File: config.mk
export PLATFORM = sky130hd
export DESIGN_NAME = cskips_20bit_seq
export DESIGN_NICKNAME = d
export VERILOG_FILES = /design/src/rtl/cskips_20bit_seq.sv
export SDC_FILE = /design/constraint.sdc
export NUM_CORES = 1
export LEC_CHECK = 0
export ABC_CLOCK_PERIOD_IN_PS = 4400
export CAP_MARGIN = 20
export CORE_UTILIZATION = 54
export CTS_BUF_LIST = sky130_fd_sc_hd__clkbuf_8 sky130_fd_sc_hd__clkbuf_16
export DETAILED_ROUTE_END_ITERATION = 8
export GPL_TIMING_DRIVEN = 1
export PLACE_DENSITY = 0.8
export SETUP_SLACK_MARGIN = 0.5
export SLEW_MARGIN = 5
export SYNTH_ARGS = -nofsm -noshare
export SYNTH_HDL_FRONTEND = slang
export SYNTH_SLANG_ARGS = --single-unit
File: constraint.sdc
create_clock -name i_clk -period 4.4 [get_ports i_clk]
set_clock_uncertainty 0.2 [all_clocks]
set_input_delay 0.66 -clock i_clk [delete_from_list [all_inputs] [get_ports i_clk]]
set_output_delay 0.66 -clock i_clk [all_outputs]
set_load 0.01 [all_outputs]
File: src/rtl/cskips_20bit_seq.sv
// cskips_20bit_seq: multi-cycle carry-skip subtractor.
// Computes i_min - i_sub as i_min + ~i_sub + 1, one 4-bit block per clock.
// A block whose propagate bits are all set passes its incoming carry straight
// through, and the number of such blocks is reported with the result.
// Operands are taken on a valid/ready handshake; the result is held under
// backpressure until the consumer accepts it.
module cskips_20bit_seq #(
   parameter int WIDTH = 20,
   parameter int CW    = 3
) (
   input  logic             i_clk,
   input  logic             i_rst_n,
   input  logic             i_valid,
   output logic             o_ready,
   input  logic [WIDTH-1:0] i_min,
   input  logic [WIDTH-1:0] i_sub,
   output logic             o_valid,
   input  logic             i_ready,
   output logic [WIDTH-1:0] o_diff,
   output logic             o_borrow,
   output logic             o_ovf,
   output logic [CW-1:0]    o_skip_cnt
);

   localparam int            NB       = WIDTH / 4;
   localparam logic [CW-1:0] LAST_BLK = CW'(NB - 1);
   localparam logic [CW-1:0] ONE_CW   = CW'(1);

   typedef enum logic [1:0] {
      ST_IDLE = 2'd0,
      ST_BUSY = 2'd1,
      ST_DONE = 2'd2
   } state_t;

   state_t             state_q,    state_d;
   logic [WIDTH-1:0]   a_q,        a_d;        // latched minuend
   logic [WIDTH-1:0]   b_q,        b_d;        // latched inverted subtrahend
   logic [WIDTH-1:0]   diff_q,     diff_d;     // difference under construction
   logic               carry_q,    carry_d;
   logic [CW-1:0]      blk_q,      blk_d;
   logic [CW-1:0]      skip_q,     skip_d;
   logic [WIDTH-1:0]   o_diff_q,   o_diff_d;
   logic               o_borrow_q, o_borrow_d;
   logic               o_ovf_q,    o_ovf_d;
   logic [CW-1:0]      o_skip_q,   o_skip_d;
   logic               o_valid_q,  o_valid_d;
   logic               o_ready_q,  o_ready_d;

   logic [CW+1:0]      idx_s;
   logic [3:0]         a_blk_s;
   logic [3:0]         b_blk_s;
   logic [3:0]         p_s;
   logic [4:0]         sum_s;
   logic               skip_s;

   // Current block slice: propagate bits and the 5-bit ripple sum (bit 4 is the ripple carry-out).
   always_comb begin
      idx_s   = {blk_q, 2'b00};
      a_blk_s = a_q[idx_s +: 4];
      b_blk_s = b_q[idx_s +: 4];
      p_s     = a_blk_s ^ b_blk_s;
      sum_s   = {1'b0, a_blk_s} + {1'b0, b_blk_s} + {4'b0000, carry_q};
      skip_s  = &p_s;
   end

   // Next-state logic for the handshake FSM, block datapath and result registers.
   always_comb begin
      state_d    = state_q;
      a_d        = a_q;
      b_d        = b_q;
      diff_d     = diff_q;
      carry_d    = carry_q;
      blk_d      = blk_q;
      skip_d     = skip_q;
      o_diff_d   = o_diff_q;
      o_borrow_d = o_borrow_q;
      o_ovf_d    = o_ovf_q;
      o_skip_d   = o_skip_q;

      case (state_q)
         ST_IDLE: begin
            if (i_valid) begin
               a_d     = i_min;
               b_d     = ~i_sub;
               diff_d  = {WIDTH{1'b0}};
               carry_d = 1'b1;
               blk_d   = {CW{1'b0}};
               skip_d  = {CW{1'b0}};
               state_d = ST_BUSY;
            end else begin
               state_d = ST_IDLE;
            end
         end
         ST_BUSY: begin
            diff_d[idx_s +: 4] = sum_s[3:0];
            // When every bit propagates, the ripple carry-out equals the carry-in,
            // so taking the bypass never changes the arithmetic result.
            if (skip_s) begin
               carry_d = carry_q;
               skip_d  = skip_q + ONE_CW;
            end else begin
               carry_d = sum_s[4];
               skip_d  = skip_q;
            end
            if (blk_q == LAST_BLK) begin
               state_d    = ST_DONE;
               blk_d      = blk_q;
               o_diff_d   = diff_d;
               o_borrow_d = ~carry_d;
               // Operand signs differ (b holds ~sub) and result sign differs from minuend.
               o_ovf_d    = (a_q[WIDTH-1] == b_q[WIDTH-1]) & (diff_d[WIDTH-1] != a_q[WIDTH-1]);
               o_skip_d   = skip_d;
            end else begin
               state_d = ST_BUSY;
               blk_d   = blk_q + ONE_CW;
            end
         end
         ST_DONE: begin
            if (i_ready) begin
               state_d = ST_IDLE;
            end else begin
               state_d = ST_DONE;
            end
         end
         default: begin
            state_d = ST_IDLE;
         end
      endcase

      o_valid_d = (state_d == ST_DONE);
      o_ready_d = (state_d == ST_IDLE);
   end

   // State and output registers with synchronous active-low reset.
   always_ff @(posedge i_clk) begin
      if (!i_rst_n) begin
         state_q    <= ST_IDLE;
         a_q        <= {WIDTH{1'b0}};
         b_q        <= {WIDTH{1'b0}};
         diff_q     <= {WIDTH{1'b0}};
         carry_q    <= 1'b0;
         blk_q      <= {CW{1'b0}};
         skip_q     <= {CW{1'b0}};
         o_diff_q   <= {WIDTH{1'b0}};
         o_borrow_q <= 1'b0;
         o_ovf_q    <= 1'b0;
         o_skip_q   <= {CW{1'b0}};
         o_valid_q  <= 1'b0;
         o_ready_q  <= 1'b1;
      end else begin
         state_q    <= state_d;
         a_q        <= a_d;
         b_q        <= b_d;
         diff_q     <= diff_d;
         carry_q    <= carry_d;
         blk_q      <= blk_d;
         skip_q     <= skip_d;
         o_diff_q   <= o_diff_d;
         o_borrow_q <= o_borrow_d;
         o_ovf_q    <= o_ovf_d;
         o_skip_q   <= o_skip_d;
         o_valid_q  <= o_valid_d;
         o_ready_q  <= o_ready_d;
      end
   end

   assign o_ready    = o_ready_q;
   assign o_valid    = o_valid_q;
   assign o_diff     = o_diff_q;
   assign o_borrow   = o_borrow_q;
   assign o_ovf      = o_ovf_q;
   assign o_skip_cnt = o_skip_q;

endmodule

# Word-level counts from Yosys, hierarchy flattened
# Cells that the tools add are included.
# word_totals
inputBits	44
output_inout_bits	27
register_bits	96
# op_classes
add_sub_neg	5
n_shift	4
muxes	16
n_eq_ne	8
bitwise_logic	4
n_reduce_logical	8
# ops
cell	n
one-hot mux 20 bit (2 select lines)	1
variable part select 20 x 6 -> 4 bit	2
bitwise mux 20 bit	1
2-to-1 mux 20 bit	1
inverter 20 bit	1
variable shift 4 x 7 -> 20 bit, first input constant	1
variable part select 4 x 7 -> 20 bit	1
one-hot mux 3 bit (2 select lines)	2
2-to-1 mux 3 bit	3
negation 5 -> 7 bit	1
adder 3 x 1 -> 3 bit, second input constant	2
one-hot mux 2 bit (3 select lines)	1
AND reduction 2 bit	3
adder 4 x 4 -> 5 bit	1
adder 5 x 1 -> 5 bit	1
equality test 2 bit, second input constant	2
zero test 2 bit	2
2-to-1 mux 1 bit	4
2-to-1 mux 2 bit	2
inequality test 2 bit, second input constant	2
AND reduction 4 bit	1
bitwise XOR 4 bit	1
equality test 3 bit, second input constant	1
AND reduction 3 bit	1
other kinds (7)	7

# Depth between registers and ports, before layout
# Gate-level depths: netlist of run 1.
# logic_depth
depth_word	7
mapped_depth	14
mapped_depth_nobuf	12

# Worst setup path after synthesis of run 1
# Ideal clock, no wire load.
# synth_path
path_kind	flip-flop to flip-flop
from	register blk_q[0]
to	register diff_q[11]
period_less_slack_ns	3.103
arrival_time_ns	2.838
t_required_ns	4.135
setup_time_ns	0.065
slack_ns	1.297
stages_incl_launch_ff	12
cell_sequence	dfxtp_1 > buf_4 > buf_2 > buf_2 > mux2i_1 > o22ai_1 > fa_1 > a211oi_1 > nor2_1 > o41ai_1 > a22oi_1 > nor2b_1
# synth_between
elab_chain_len	6
word_cells_on_any_way	9
# synth_lines
element	line	rtl
start: declaration	40	logic [CW-1:0] blk_q, blk_d;
start signal: assignment	142	blk_q <= {CW{1'b0}};
start signal: assignment	156	blk_q <= blk_d;
variable part select 20 x 6 -> 4 bit (on tied branches)	59, 60	
adder 4 x 4 -> 5 bit	62	sum_s = {1'b0, a_blk_s} + {1'b0, b_blk_s} + {4'b0000, carry_q};
adder 5 x 1 -> 5 bit	62	
variable part select 4 x 7 -> 20 bit	95	diff_d[idx_s +: 4] = sum_s[3:0];
bitwise mux 20 bit (*)	95	
one-hot mux 20 bit (2 select lines) (*)	80	case (state_q)
end signal: assignment	140	diff_q <= {WIDTH{1'b0}};
end signal: assignment	154	diff_q <= diff_d;
end: declaration	38	logic [WIDTH-1:0] diff_q, diff_d;
# Mark *: on every way between the ends. The rest lies on a longest branch, timed or not.
# A chain may end at the register's enable or synchronous reset.

# Worst setup path after layout of run 1
# layout_path
from	register blk_q[2]
to	register diff_q[10]
# The elaborated chain is that of the path after synthesis.

==> results.toml, run 1 <==
[run_status]
status = "finished clean"

[routing]
drt_iter0_drc = 244
drcViolationCount = 0
wl_per_cell_um = 15.8
num_vias = 3763
drt_first_pass_iters = 4
routed_via_density = 5.74
totalWireLength_um = 10300
ant_nets = 0

[timing]
hold_violations = 0
max_freq_mhz = 287
worst_slew_pin_slew_ns = 0.844
finalSetupViolCount = 0
setup_ws_ns = 0.915
report.final.slew_viol_count = 0
setup_tns_ns = 0
rsz0062_at_grt = "no"
layout_min_cycle_time_ns = 3.48
slew_headroom_pct = 43.7
post-route-period-util_pct = 79.2

[setup_path]
setup.worst_path.end_class = "flop"
crit_fanout = 11
startpoint_type = "flop"
path_class = "reg -> reg"
arrival_ns = 3.55
critPathRequiredTime_ns = 4.47

[finish]
final_common_cell = "nand2_1"
mostFrequentLayoutCells = "nand2_1, dfxtp_1, clkdlybuf4s50_1"
drive_gt1_share_pct = 6.35
areaGrowthSynthToFinish_pct = 20.4
antennaDiodeCount = 0
nNetsFinal = 604
fillCellCount = 671

[clock_tree]
cts_made_buffers = 9
clock_path_buffers = 2
clock_latency_ns = 0.37
cts-root-buf = "clkbuf_8"
cts_hold_buf = 0
cts.sinks = 96
cts_tree = "built"
path_clk_slew_ns = 0.09
htree_levels = 3

[die]
dieWidth_um = 93.5
core_area_mm2 = 0.00818
num_rows = 33
initial_utilization_pct = 55.3
die_area_mm2 = 0.00874
pin_count = 71
die_h_um = 93.5

[logic_synthesis]
syn_area_mm2 = 0.00452
synth_edf_count = 0
muxShareOfSynthArea_pct = 4.70
synth_simple_gate_area_share_pct = 17.8
synthDistinctLibCells = 55
yosysWarningCount = 0
synthAdderAreaFrac_pct = 4.21
synth-seq-cells = 96
synth_compound_area_share_pct = 25.7
synth_top_family_by_area = "compound AO/OA/AOI/OAI gates"
async_reset_ff_share_pct = 0
synthFlopType = "dfxtp_1"
synth_cells = 496
yosys-top-cells-area = "dfxtp_1, nand2_1, o211a_1"
syn_area_per_cell_um2 = 9.12
syn-num-nets = 554
synth_top_area_cell = "dfxtp_1"
synthDominantCellAreaShare_pct = 42.5
seq_area_frac_synth_pct = 42.5
synthXorXnorAreaFrac_pct = 0.968

[power]
power_density_mw_per_mm2 = 330
ir_drop_v = 0.000164
p_leak_nw = 2.31

[worst_hold_path]
hp-class = "reg -> reg"

[place]
hpwl_um = 7360
gp_congestion = 0.823
dp_worst_setup_slack_ns = 0.841
portBuffers = 70

[global_route]
grt_max_degree = 56
grt_usage_pct = 25.5
grt_first_pass_wirelength_um = 17400
overflow = 0
grt_pass1_vias = 3652
antenna_found_initial = 0

[flow_run]
max_cap_violations = 0
[report_power, final]
part           switching, mW  total, mW  internal, mW
combinational          0.158      0.276         0.118
clock                  0.319      0.601         0.282
sequential            0.0224      0.923         0.900
total                  0.499       1.80          1.30
[cell usage after synthesis, types with 4 or more instances]
cell and number:
nand2_1 100, dfxtp_1 96, o211a_1 36, nor2_1 28, clkbuf_1 26, a21boi_0 24
mux2i_1 19, nor2b_1 18, a21oi_1 14, ha_1 12, o21ai_0 12, buf_2 9
inv_1 9, a22oi_1 8, and2_1 8, a22o_1 6, o311ai_0 6, nor3_1 5
o22ai_1 5, and3_1 4
[layout make-up]
cell class / count / area [um2] / area share, %
Tap cell: 105 / 131 / 2.41
Timing Repair Buffer: 76 / 741 / 13.6
Inverter: 9 / 33.8 / 0.620
Sequential cell: 96 / 1920 / 35.3
Multi-Input combinational cell: 354 / 2410 / 44.3
Clock inverter: 6 / 66.3 / 1.22
Clock buffer: 10 / 138 / 2.53
[what timing repair did]
action	in CTS	in global routing
endpoints found under the setup margin	0	2
gates resized for setup	0	1
setup buffers	0	0
[sequential cells by signal (all words and copies together), names as in the netlist]
register	count
o_ovf	1
o_diff	20
state_q	2
a_q	20
o_ready	1
carry_q	1
diff_q	20
o_valid	1
skip_q	3
b_q	20
o_skip_cnt	3
o_borrow	1
blk_q	3
[per-layer routing]
metal  track usage (%)  up-vias  wire, um
li1                  -     1857         -
met1              32.6     1796      4690
met2              43.6       98      5030
met3              3.82       12       494
met4              8.59        0       129
met5                 0        -         0
[worst max-delay path: stages, from the launching register on]
cell and delay, ns:
dfxtp_1 0.67, buf_4 0.28, inv_1 0.13, nand2_1 0.22
o22ai_1 0.17, fa_1 0.44, inv_1 0.08, fa_1 0.24
xor2_1 0.41, nor3_1 0.11, a21oi_1 0.18, o21ai_0 0.09
and2_1 0.17
[kinds of logic (layout without fill, tap and decap cells)]
| kind of cell | Yosys count | after routing |
|---|---|---|
| AOI/OAI and AO/OA | 139 | 139 |
| xor gates and xnor gates | 5 | 5 |
| adders and majority gates | 14 | 14 |
| buffers and inverters | 46 | 101 |
| DFF | 96 | 96 |
| muxes | 20 | 20 |
| and+or+nand+nor | 176 | 176 |
[stage by stage]
step	hold WS (ns)	utilization (%)	instance area, um2	total power, mW	instances
CTS	0.274	66.6	5450	1.81	656
global placement	0.253	64.1	5240	1.21	640
detailed placement	0.258	64.1	5240	1.22	640
finish	0.270	66.6	5450	1.80	656
global route	0.296	66.6	5450	1.88	656
floorplan	0.240	-	4520	1.12	496
[path summary, 6_finish.rpt]
| check | start | slack (ns) | to | cells past startpoint |
|---|---|---|---|---|
| worst max-delay path | blk_q[2]$_SDFFE_PN0P_ | 0.92 | diff_q[10]$_SDFFE_PN0P_ | 12 |
| worst min-delay path | o_diff[17]$_SDFFE_PN0P_ | 0.27 | o_diff[17]$_SDFFE_PN0P_ | 2 |
| worst max register to register | blk_q[2]$_SDFFE_PN0P_ | 0.92 | diff_q[10]$_SDFFE_PN0P_ | 12 |
| worst min register to register | o_diff[17]$_SDFFE_PN0P_ | 0.27 | o_diff[17]$_SDFFE_PN0P_ | 2 |
(Power assumes the default switching activity.)
==> run 2, diff against run 1 <==
--- a/config.mk
+++ b/config.mk
@@ -5,13 +5,13 @@
 export SDC_FILE = /design/constraint.sdc
 export NUM_CORES = 1
 export LEC_CHECK = 0
-export ABC_CLOCK_PERIOD_IN_PS = 4400
+export ABC_CLOCK_PERIOD_IN_PS = 2900
 export CAP_MARGIN = 20
-export CORE_UTILIZATION = 54
+export CORE_UTILIZATION = 49
 export CTS_BUF_LIST = sky130_fd_sc_hd__clkbuf_8 sky130_fd_sc_hd__clkbuf_16
 export DETAILED_ROUTE_END_ITERATION = 8
 export GPL_TIMING_DRIVEN = 1
-export PLACE_DENSITY = 0.8
+export PLACE_DENSITY = 0.77
 export SETUP_SLACK_MARGIN = 0.5
 export SLEW_MARGIN = 5
 export SYNTH_ARGS = -nofsm -noshare
==> constraint.sdc (replaced) <==
create_clock -name i_clk -period 2.9 [get_ports i_clk]
set_clock_uncertainty 0.2 [all_clocks]
set_input_delay 0.435 -clock i_clk [delete_from_list [all_inputs] [get_ports i_clk]]
set_output_delay 0.435 -clock i_clk [all_outputs]
set_load 0.01 [all_outputs]
==> results.toml, run 2 (synthesized netlist as in run 1, its figures left out) <==
[clock_tree]
clock_latency_ns = 0.38
cts-root-buf = "clkbuf_8"
path_clk_slew_ns = 0.09
clock_path_buffers = 2
cts_tree = "built"
cts_made_buffers = 9
cts.sinks = 96
htree_levels = 3

[routing]
routed_via_density = 5.76
drcViolationCount = 3
drt_iter0_drc = 193
drt_first_pass_iters = 6
totalWireLength_um = 12100
wl_per_cell_um = 17.0
num_vias = 4097
ant_nets = 0

[global_route]
use_met3_pct = 3.94
grt_pass1_vias = 3865
globalRouteMet1Util_pct = 29.6
met2_usage_pct = 42.0
overflow = 0
grt_max_degree = 62
grt_usage_pct = 24.0
busiest_layer = "met2"
grt_first_pass_wirelength_um = 18300
antenna_found_initial = 0

[setup_path]
critPathRequiredTime_ns = 2.96
r2r_slack_ns = 0.1
crit_end = "o_ovf$_SDFFE_PN0P_"
worstReg2RegStart = "blk_q[2]$_SDFFE_PN0P_"
critPathLaunch = "blk_q[2]$_SDFFE_PN0P_"
crit_fanout = 6
startpoint_type = "flop"
rr_endpoint = "o_ovf$_SDFFE_PN0P_"
r2r_cells = 10
arrival_ns = 2.87
setup.worst_path.end_class = "flop"
path_class = "reg -> reg"

[timing]
hold_violations = 0
setup_ws_ns = 0.0962
report.final.slew_viol_count = 0
finalSetupViolCount = 0
post-route-period-util_pct = 96.7
layout_min_cycle_time_ns = 2.80
worst_slew_pin_slew_ns = 0.793
whs_ns = 0.255
slew_headroom_pct = 47.1
max_freq_mhz = 357
rsz0062_at_grt = "yes"

[place]
hpwl_um = 7520
gp_congestion = 0.874
dp_worst_setup_slack_ns = -0.0153
portBuffers = 70

[finish]
drive_gt1_share_pct = 23.5
nNetsFinal = 656
antennaDiodeCount = 0
final_common_cell = "nand2_1"
areaGrowthSynthToFinish_pct = 38.7
utilization_pct = 70.9
mostFrequentLayoutCells = "nand2_1, dfxtp_1, clkdlybuf4s50_1"

[flow_run]
max_cap_violations = 0

[die]
initial_utilization_pct = 51.1
pin_count = 71
num_rows = 34
die_h_um = 98.1
dieWidth_um = 98.1
core_area_mm2 = 0.00885
die_area_mm2 = 0.00962

[run_status]
status = "complete, but fails checks"
violations = "design-rule violations"

[power]
ir_drop_v = 0.000408
power_density_mw_per_mm2 = 458
p_leak_nw = 2.66

[worst_hold_path]
hp-class = "reg -> reg"
[run 2: cell types whose count changed in the layout (fill, tap and decap cells not counted), moves of 5 or more]
cell and delta:
buf_6 +11, o21ai_0 -7, buf_4 +37, o311ai_0 -6
inv_1 -5, o21ai_1 +5
[run 2: metal layers]
metal  vias up  routed length [um]
met5         -                   0
met4         0                 256
met1      1993                5160
met2       120                6100
met3        26                 564
li1       1958                   -
[run 2: report_power, final]
part	switching (mW)	internal (mW)	total (mW)
Combinational	0.311	0.302	0.614
Sequential	0.0380	1.36	1.40
Clock	0.471	0.382	0.853
Total	0.820	2.05	2.87
[run 2: cell type report]
cell class	count	area (um2)
clock buffer	12	165
fill	648	2580
tap	108	135
sequential	96	1930
inverter	9	43.8
timing repair buffer	128	1220
multi-input combinational	354	2750
clock inverter	4	28.8
[run 2: worst min path at each step]
stage | startpoint | endpoint | slack, ns | depth (start not counted)
after detailed placement | o_diff[9]$_SDFFE_PN0P_ | o_diff[9]$_SDFFE_PN0P_ | 0.25 | 2
after global placement | o_diff[1]$_SDFFE_PN0P_ | o_diff[1]$_SDFFE_PN0P_ | 0.25 | 2
after global routing | o_diff[1]$_SDFFE_PN0P_ | o_diff[1]$_SDFFE_PN0P_ | 0.29 | 2
after CTS | o_diff[17]$_SDFFE_PN0P_ | o_diff[17]$_SDFFE_PN0P_ | 0.26 | 2
after floorplan | a_q[10]$_SDFFE_PN0P_ | a_q[10]$_SDFFE_PN0P_ | 0.24 | 2
final | o_diff[17]$_SDFFE_PN0P_ | o_diff[17]$_SDFFE_PN0P_ | 0.25 | 2
[run 2: metrics by stage]
step	TNS, ns	power, mW	cells	cell area, um2
floorplan	0	1.73	496	4650
global placement	0	1.90	666	5510
detailed placement	-0.0217	1.91	666	5510
CTS	0	2.79	702	6060
global route	-0.0336	2.97	711	6270
finish	0	2.87	711	6270
[run 2: what timing repair did]
item | 4_1_cts | 5_1_grt
resized for setup | 54 | 26
pin swaps | 30 | 16
setup endpoints to repair | 48 | 46
hold buffers | 0 | 0
setup buffers | 20 | 9
[run 2: critical path: stages (launching register included)]
cell      delay [ns]
dfxtp_4         0.42
mux2i_1         0.24
nor2_1          0.09
a21oi_2         0.12
o22ai_2         0.09
fa_2            0.41
a211oi_2        0.30
o221ai_1        0.17
o22ai_2         0.26
o21ai_0         0.16
o221a_1         0.23
